$ cat src/rtl/sar_search.sv
// Successive-approximation search engine: drives MSB-first trial values into an
// external magnitude comparator and resolves the hidden k-bit operand in k decisions.
module sar_search #(
  parameter int k       = 8,
  parameter int CMP_LAT = 0
) (
  input  logic         clk,
  input  logic         rst_n,
  input  logic         start,
  input  logic         gt,
  output logic [k-1:0] trial,
  output logic         busy,
  output logic         done,
  output logic [k-1:0] result
);

  localparam int IDX_W = (k > 2) ? $clog2(k) : 1;

  localparam logic [IDX_W-1:0] IDX_TOP  = IDX_W'(k - 1);
  localparam logic [IDX_W-1:0] IDX_ONE  = IDX_W'(1);
  localparam logic [IDX_W-1:0] IDX_ZERO = IDX_W'(0);
  localparam logic [k-1:0]     ONE      = k'(1);
  localparam logic [k-1:0]     ZERO     = k'(0);
  localparam logic [k-1:0]     TOP_BIT  = ONE << (k - 1);
  localparam logic [3:0]       LAT_LAST = (CMP_LAT > 0) ? 4'(CMP_LAT - 1) : 4'd0;

  typedef enum logic [1:0] {
    S_IDLE = 2'd0,
    S_WAIT = 2'd1,
    S_TEST = 2'd2,
    S_DONE = 2'd3
  } state_t;

  state_t           state_r, state_nx_s;
  logic [IDX_W-1:0] idx_r, idx_nx_s, idx_dec_s;
  logic [3:0]       cnt_r, cnt_nx_s;
  logic [k-1:0]     trial_nx_s, result_nx_s, decided_s;
  logic             busy_nx_s, done_nx_s;

  // Keep the trial bit under test only when the comparator says it does not overshoot.
  always_comb begin
    idx_dec_s = idx_r - IDX_ONE;
    if (gt) begin
      decided_s = trial & ~(ONE << idx_r);
    end else begin
      decided_s = trial;
    end
  end

  // Next-state and next-output logic.
  always_comb begin
    state_nx_s  = state_r;
    idx_nx_s    = idx_r;
    cnt_nx_s    = cnt_r;
    trial_nx_s  = trial;
    result_nx_s = result;
    busy_nx_s   = busy;
    done_nx_s   = 1'b0;
    case (state_r)
      S_IDLE: begin
        if (start) begin
          result_nx_s = ZERO;
          trial_nx_s  = TOP_BIT;
          idx_nx_s    = IDX_TOP;
          cnt_nx_s    = 4'd0;
          busy_nx_s   = 1'b1;
          state_nx_s  = (CMP_LAT > 0) ? S_WAIT : S_TEST;
        end else begin
          state_nx_s = S_IDLE;
        end
      end
      S_WAIT: begin
        if (cnt_r == LAT_LAST) begin
          state_nx_s = S_TEST;
        end else begin
          cnt_nx_s = cnt_r + 4'd1;
        end
      end
      S_TEST: begin
        result_nx_s = decided_s;
        if (idx_r != IDX_ZERO) begin
          trial_nx_s = decided_s | (ONE << idx_dec_s);
          idx_nx_s   = idx_dec_s;
          cnt_nx_s   = 4'd0;
          state_nx_s = (CMP_LAT > 0) ? S_WAIT : S_TEST;
        end else begin
          // Park the trial on the answer so it matches result once done.
          trial_nx_s = decided_s;
          busy_nx_s  = 1'b0;
          done_nx_s  = 1'b1;
          state_nx_s = S_DONE;
        end
      end
      S_DONE: begin
        state_nx_s = S_IDLE;
      end
      default: begin
        state_nx_s = S_IDLE;
        busy_nx_s  = 1'b0;
      end
    endcase
  end

  // State and output registers with synchronous active-low reset.
  always_ff @(posedge clk) begin
    if (!rst_n) begin
      state_r <= S_IDLE;
      idx_r   <= IDX_TOP;
      cnt_r   <= 4'd0;
      trial   <= ZERO;
      result  <= ZERO;
      busy    <= 1'b0;
      done    <= 1'b0;
    end else begin
      state_r <= state_nx_s;
      idx_r   <= idx_nx_s;
      cnt_r   <= cnt_nx_s;
      trial   <= trial_nx_s;
      result  <= result_nx_s;
      busy    <= busy_nx_s;
      done    <= done_nx_s;
    end
  end

endmodule

$ cat config.mk
export PLATFORM = sky130hd
export DESIGN_NAME = sar_search
export DESIGN_NICKNAME = d
export VERILOG_FILES = /design/src/rtl/sar_search.sv
export SDC_FILE = /design/constraint.sdc
export NUM_CORES = 1
export LEC_CHECK = 0
export CAP_MARGIN = 20
export CORE_ASPECT_RATIO = 1.25
export CORE_UTILIZATION = 56
export CTS_CLUSTER_SIZE = 14
export DETAILED_ROUTE_END_ITERATION = 12
export PLACE_DENSITY = 0.8
export SLEW_MARGIN = 0
export SYNTH_ARGS = -nofsm -noshare
export SYNTH_HDL_FRONTEND = slang
export SYNTH_SLANG_ARGS = --single-unit
$ cat constraint.sdc
create_clock -name clk -period 2.6 [get_ports clk]
set_clock_uncertainty 0.15 [all_clocks]
set_input_delay 0.26 -clock clk [delete_from_list [all_inputs] [get_ports clk]]
set_output_delay 0.26 -clock clk [all_outputs]
set_load 0.01 [all_outputs]
# Word-level counts from Yosys, hierarchy flattened
# Cells that the tools add are included.
# classes
n_bitwise	3
reduce_logical	10
mux	21
shifts	2
eq_ne	8
add_sub_neg	2
# ops
operator	n
$mux W8	4
$pmux W8 S2	2
$shl A1 B3 Y8 const A	2
$mux W4	3
$pmux W4 S3	1
$ne A2 B2 Y1 const B	5
$and A8 B8 Y8	1
$not A8 Y8	1
$or A8 B8 Y8	1
$pmux W2 S4	1
$mux W3	2
$pmux W3 S2	1
$reduce_and A3 Y1	2
$reduce_bool A3 Y1	2
$add A4 B1 Y4 const B	1
$eq A2 B2 Y1 const B	2
$logic_not A4 Y1	1
$mux W1	4
$mux W2	2
$reduce_and A2 Y1	2
$reduce_and A4 Y1	1
$sub A3 B1 Y3 const B	1
$eq A2 B1 Y1 const B	1
$logic_not A2 Y1	1
2 further kinds	2
# totals
register_bits	27
wordCells	53
inputBits	4
out_inout_bits	18

# Longest topological paths before layout
# Gate-level depths: netlist of run 1.
# depth
depth_word	7
ltp_mapped	8
mapped_depth_nobuf	6

# Worst setup path before layout of run 1
# No wires, ideal clock.
# synth_timing
path_kind	flip-flop to flip-flop
startpoint	register idx_r[0]
endpoint	register cnt_r[0]
path_buffers	0
path_stages_with_launch	7
setup_ps	79
period_less_slack_ps	1736
arrival_ps	1506
t_required_ps	2371
slack_ps	864
path_cell_list	dfxtp_1 -> inv_1 -> ha_1 -> nand3b_2 -> nand3b_1 -> or2_1 -> a211oi_2
# synth_between
elab_chain_cells	3
# synth_rtl
item	line_no	text
start: declaration	35	logic [IDX_W-1:0] idx_r, idx_nx_s, idx_dec_s;
start signal: assignment	116	idx_r <= idx_nx_s;
$reduce_bool A3 Y1	81	if (idx_r != IDX_ZERO) begin
$ne A2 B2 Y1 (no line)	-	
$reduce_and A4 Y1 (no line)	-	
end signal: assignment	117	cnt_r <= cnt_nx_s;
end: declaration	36	logic [3:0] cnt_r, cnt_nx_s;
# Every way passes these cells.
# A chain may end at the register's enable or synchronous reset.

# Worst setup path after layout of run 1
# Ends and elaborated chain as after synthesis.

==> results of run 1 <==
==> per-layer routing <==
layer	routed length (µm)	up-vias
met2	1420	42
met3	146	5
met1	1230	602
li1	-	624
met4	38	0
met5	0	-
==> layout by cell type (no fill, tap or decap), types with 2 or more instances in the layout <==
cell and n:
dfxtp_1 27, clkdlybuf4s50_1 21, nand2_1 18, a21oi_1 15, nand3_1 14, ha_1 12, nor2_1 10, inv_1 9
a31oi_1 7, o21ai_0 6, nor3_1 3, a32oi_1 3, nand3b_1 3, clkbuf_4 3, buf_4 3, nor2b_1 2
nand2b_1 2, o21ai_1 2, mux2i_1 2, nand4_1 2, o22ai_1 2, or3_1 2, o32ai_1 2
==> power by group through the flow <==
stage,combinational [mW],sequential (mW),clock (mW)
6_report,0.0955,0.430,0.179
3_3_place_gp,0.0945,0.438,0
3_5_place_dp,0.0946,0.439,0
5_1_grt,0.106,0.432,0.200
4_1_cts,0.0952,0.430,0.182
2_1_floorplan,0.0610,0.441,0
==> cells in the mapped netlist <==
library cell and instances:
dfxtp_1 27, nand2_1 18, a21oi_1 15, nand3_1 14
ha_1 12, nor2_1 10, inv_1 9, a31oi_1 7
o21ai_0 6, a32oi_1 3, clkbuf_1 3, nand3b_1 3
nor3_1 3, buf_2 2, buf_6 2, mux2i_1 2
nand2b_1 2, nand4_1 2, nor2b_1 2, o21ai_1 2
o22ai_1 2, o32ai_1 2, or3_1 2, a211oi_1 1
a211oi_2 1, a21o_1 1, a22oi_1 1, and2_4 1
and3_1 1, buf_4 1, nand2b_4 1, nand3b_2 1
nor2_2 1, nor3b_1 1, o21ai_2 1, or2_1 1
or2_2 1, or3b_1 1
==> sequential cells by signal (all words and copies together) (netlist names) <==
register  flops
idx_r         3
trial         8
busy          1
done          1
cnt_r         4
state_r       2
result        8
==> cell type report <==
type                       count  area (µm²)
inverter                       9        33.8
sequential                    27         541
multi-input combinational    121         767
clock inverter                 1        5.00
fill                         180         642
clock buffer                   3        22.5
tap                           31        38.8
timing repair buffer          24         233
==> through the flow <==
step	power, mW	std cells	instance area (µm²)	worst slack, ns	hold slack, ns
final	0.704	216	1640	0.600	0.312
after global routing	0.738	216	1640	0.434	0.329
after CTS	0.708	216	1640	0.605	0.316
after detailed placement	0.534	212	1610	0.662	0.297
after global placement	0.533	212	1610	0.728	0.294
after floorplan	0.502	165	1390	0.864	0.286
==> path summary, 6_finish.rpt <==
path                               start                     end  slack [ns]  cells past startpoint
hold / removal    result[2]$_SDFFE_PN0P_  result[2]$_SDFFE_PN0P_        0.31                      2
setup reg to reg   idx_r[0]$_SDFFE_PN1P_   cnt_r[0]$_SDFFE_PN0P_        0.60                      6
hold reg to reg   result[2]$_SDFFE_PN0P_  result[2]$_SDFFE_PN0P_        0.31                      2
setup / recovery   idx_r[0]$_SDFFE_PN1P_   cnt_r[0]$_SDFFE_PN0P_        0.60                      6
==> critical path: stages, from the launching register on <==
cell and delay [ns]:
dfxtp_1 0.45, inv_1 0.13, ha_1 0.31, nand3b_2 0.17, nand3b_1 0.19, or2_1 0.31, a211oi_2 0.23
==> cells by family after synthesis <==
kind of cell,after synthesis,share of synthesized area [%]
adder cells (fa/ha/maj),12,10.8
flip-flops,27,38.8
AND/OR/NAND/NOR,65,24.3
multiplexers,2,1.44
buffers and inverters,17,6.11
AO/OA/AOI/OAI,42,18.6
==> impl_metrics.ini, run 1 <==
[floorplanning]
die_area_mm2 = 0.00269
core-area_mm2 = 0.00228
io_pins = 22
start_util_pct = 61.0
die_h_um = 57.8
rows = 19
die_w_um = 46.6

[cells_and_area]
finish.utilization_pct = 71.9
area_growth_pct = 17.8
finalNetCount = 202
diodes = 0
drive_gt1_share_pct = 7.57

[sta]
hold_violations = 0
maxSlewViolCount = 0
fmax_mhz = 500
rsz0062_at_grt = no
period_share_pct = 76.9
fin_setup_tns_ns = 0
worst_pin_slew_ns = 0.443
min_period_ns = 2.00
finalSetupViolCount = 0
slew_headroom_pct = 70.4

[clock_tree]
clk_pin_slew_worst_paths_ns = 0.14
cts_hold_buf = 0
cts-root-buf = clkbuf_4
tritoncts = yes
cts_sinks = 27
cts.repair.resized = 0
cts_inserted_buffers = 3
cts_buffer_depth = 2
cts_max_level = 1
insertion_delay_ns = 0.32
cts_setup_buffers = 0

[logic_synthesis]
synth.distinct_cells = 38
synth-seq-cells = 27
synth_cells = 165
ys_warn_count = 0
ys_seq_area_share_pct = 38.8
synth_area_leader_cell = dfxtp_1
yosys.area.top_type_share_pct = 38.8
syn_nets = 181
netlist_area_mm2 = 0.00139
post_synth.cell_area_avg_um2 = 8.44
netlist_top_cells_area = dfxtp_1 (39%), ha_1 (11%), a21oi_1 (5.4%)

[route]
wl_per_cell_um = 13.1
viasPerCell = 5.89
wl_mm = 2.84
vias = 1273
firstDrtPassIters = 4
first_iter_violations = 50
drc = 0
antenna_left = 0

[global_routing]
met2_usage_pct = 37.5
use_met3_pct = 2.80
grtUsageMet1_pct = 31.8
antenna_found_initial = 0
grt_pass1_wl_mm = 4.70
grt_pass1_vias = 1080
grt_max_degree = 16
top_usage_layer = met2
track_usage_pct = 23.5
grt.overflow.total = 0

[place]
gp_congestion = 0.865
io_buffers = 21
dpl.hpwl_mm = 2.11

[power_and_ir_drop]
power.density_mw_per_mm2 = 429
pwr-share-seq_pct = 61.1
p_sw_uw = 183
comb_power_share_pct = 13.6
p_sw_share_pct = 26.0
intPower_uw = 521
ir_drop_uv = 298
p_clk_share_pct = 25.4
leakage_nw = 0.640

[run_status]
status = complete, no violations

[job]
maxCapViolCount = 0

[setup_path]
crit_arrival_ns = 2.10
critPathMaxFanout = 8
cp.required_ns = 2.70
start_kind = register
crit_type = reg -> reg
endpoint_kind = register

[hold_path]
hold_class = reg -> reg
Note: power is estimated with default switching activity, not from simulation.
==> run 2, diff against run 1 <==
- CORE_UTILIZATION: 56 -> 47
- PLACE_DENSITY: 0.8 -> 0.71
- clock period: 2.6 -> 1.75 ns (I/O delays scaled with it)
==> run 2 against run 1 <==
  * Worst setup slack worse by 0.50 ns
  * Fmax is 21% higher
  * Count of clock-buffer cells in the layout stayed put
  * Sequential power is 48% higher
  * Hold slack better by 0.015 ns
  * Power is 55% higher
  * Highest routed layer unchanged
==> impl_metrics.ini, run 2 (synthesis results as in run 1) <==
[power_and_ir_drop]
p_clk_share_pct = 25.5
p_sw_share_pct = 26.8
intPower_uw = 801
leakage_nw = 0.707
comb_power_share_pct = 16.3
power.density_mw_per_mm2 = 610
p_sw_uw = 293
pwr-share-seq_pct = 58.3
ir_drop_uv = 499

[floorplanning]
io_pins = 22
start_util_pct = 50.5
die_h_um = 62.9
die_area_mm2 = 0.00319
core-area_mm2 = 0.00276
rows = 21
die_w_um = 50.7

[clock_tree]
clk_pin_slew_worst_paths_ns = 0.15
cts_buffer_depth = 2
cts_hold_buf = 0
insertion_delay_ns = 0.33
cts_max_level = 1
tritoncts = yes
cts_inserted_buffers = 3
cts_setup_buffers = 0
cts_sinks = 27
cts-root-buf = clkbuf_4

[global_routing]
antenna_found_initial = 0
grt_max_degree = 17
grt.overflow.total = 0
grt_pass1_vias = 1308
track_usage_pct = 21.9
grt_pass1_wl_mm = 5.51

[sta]
timing.final.ws_setup_ns = 0.0986
maxSlewViolCount = 0
fmax_mhz = 606
period_share_pct = 94.4
slew_headroom_pct = 75.8
fin_setup_tns_ns = 0
rsz0062_at_grt = no
worst_pin_slew_ns = 0.361
min_period_ns = 1.65
finalSetupViolCount = 0
hold_violations = 0

[route]
antenna_left = 0
drc = 0
first_iter_violations = 22
wl_per_cell_um = 13.8
vias = 1278
viasPerCell = 5.48
wl_mm = 3.21
firstDrtPassIters = 4

[setup_path]
crit_type = reg -> reg
cp.required_ns = 1.87
endpoint_kind = register
start_kind = register
crit_arrival_ns = 1.78
critPathMaxFanout = 4

[cells_and_area]
fin_cells = 233
drive_gt1_share_pct = 16.6
multi_input_area_um2 = 796
reg_top3 = result (8), trial (8), cnt_r (4)
layout_commonest_cell = dfxtp_1
fillers = 243
diodes = 0
area_growth_pct = 28.8
final_cell_mix = dfxtp_1 (26), clkdlybuf4s50_1 (21), nand2_1 (18), buf_4 (16), a21oi_1 (15)
finalNetCount = 216
regArea_um2 = 542

[run_status]
status = complete, no violations

[hold_path]
hold_class = reg -> reg

[place]
dpl.hpwl_mm = 2.43
io_buffers = 21
dp_cells = 229
gp_congestion = 0.930
place_ws_ns = 0.0333

[job]
maxCapViolCount = 0
-- run 2: cell types whose count changed in the layout (fill, tap and decap cells not counted), sizes merged --
| cell | change |
|---|---|
| clkinvlp | +1 |
| buf | +14 |
| clkinv | -1 |
-- run 2: critical path: stages, from the launching register on --
cell and delay (ns):
dfxtp_1 0.39, inv_1 0.09, ha_1 0.21, nand2b_1 0.09, o21ai_1 0.14, or2_1 0.30, a211oi_2 0.21
-- run 2: path summary, 6_finish.rpt --
path                           from                endpoint  slack, ns  cells past startpoint
max reg2reg   cnt_r[0]$_SDFFE_PN0P_   cnt_r[0]$_SDFFE_PN0P_        0.1                      6
max           cnt_r[0]$_SDFFE_PN0P_   cnt_r[0]$_SDFFE_PN0P_        0.1                      6
min          result[5]$_SDFFE_PN0P_  result[5]$_SDFFE_PN0P_       0.33                      2
min reg2reg  result[5]$_SDFFE_PN0P_  result[5]$_SDFFE_PN0P_       0.33                      2
-- run 2: routing by layer --
layer  GRT usage, %  routed length, µm  vias up
li1               -                  -      655
met5              0                  0        -
met3           1.95                 85        5
met1           26.3               1450      601
met2           39.7               1640       17
met4           7.29                 42        0
-- run 2: what timing repair did --
action,4_1_cts,5_1_grt
endpoints found under the setup margin,1,6
endpoints found under the hold margin,0,0
resized for setup,1,7
pin swaps,0,0
-- run 2: cell type report --
cell class / instances / area share [%]
clock buffer: 3 / 1.26
clock inverter: 1 / 0.418
inverter: 9 / 1.88
multi-input combinational: 121 / 44.4
sequential: 27 / 30.2
tap: 34 / 2.37
timing repair buffer: 38 / 19.5
-- run 2: stage by stage --
| step | power (mW) | instance area [µm²] | utilization [%] | hold WS, ns |
|---|---|---|---|---|
| floorplan | 0.746 | 1390 | - | 0.201 |
| CTS | 1.10 | 1770 | 64.0 | 0.329 |
| detailed placement | 0.819 | 1730 | 62.9 | 0.313 |
| global route | 1.14 | 1790 | 65.0 | 0.359 |
| finish | 1.09 | 1790 | 65.0 | 0.327 |
| global placement | 0.817 | 1730 | 62.9 | 0.294 |
-- run 2: power groups by stage --
stage          registers (mW)  clock network (mW)  logic (mW)
4_1_cts                 0.638               0.289       0.170
3_3_place_gp            0.650                   0       0.167
6_report                0.638               0.279       0.178
5_1_grt                 0.640               0.310       0.192
3_5_place_dp            0.651                   0       0.168
2_1_floorplan           0.655                   0      0.0907
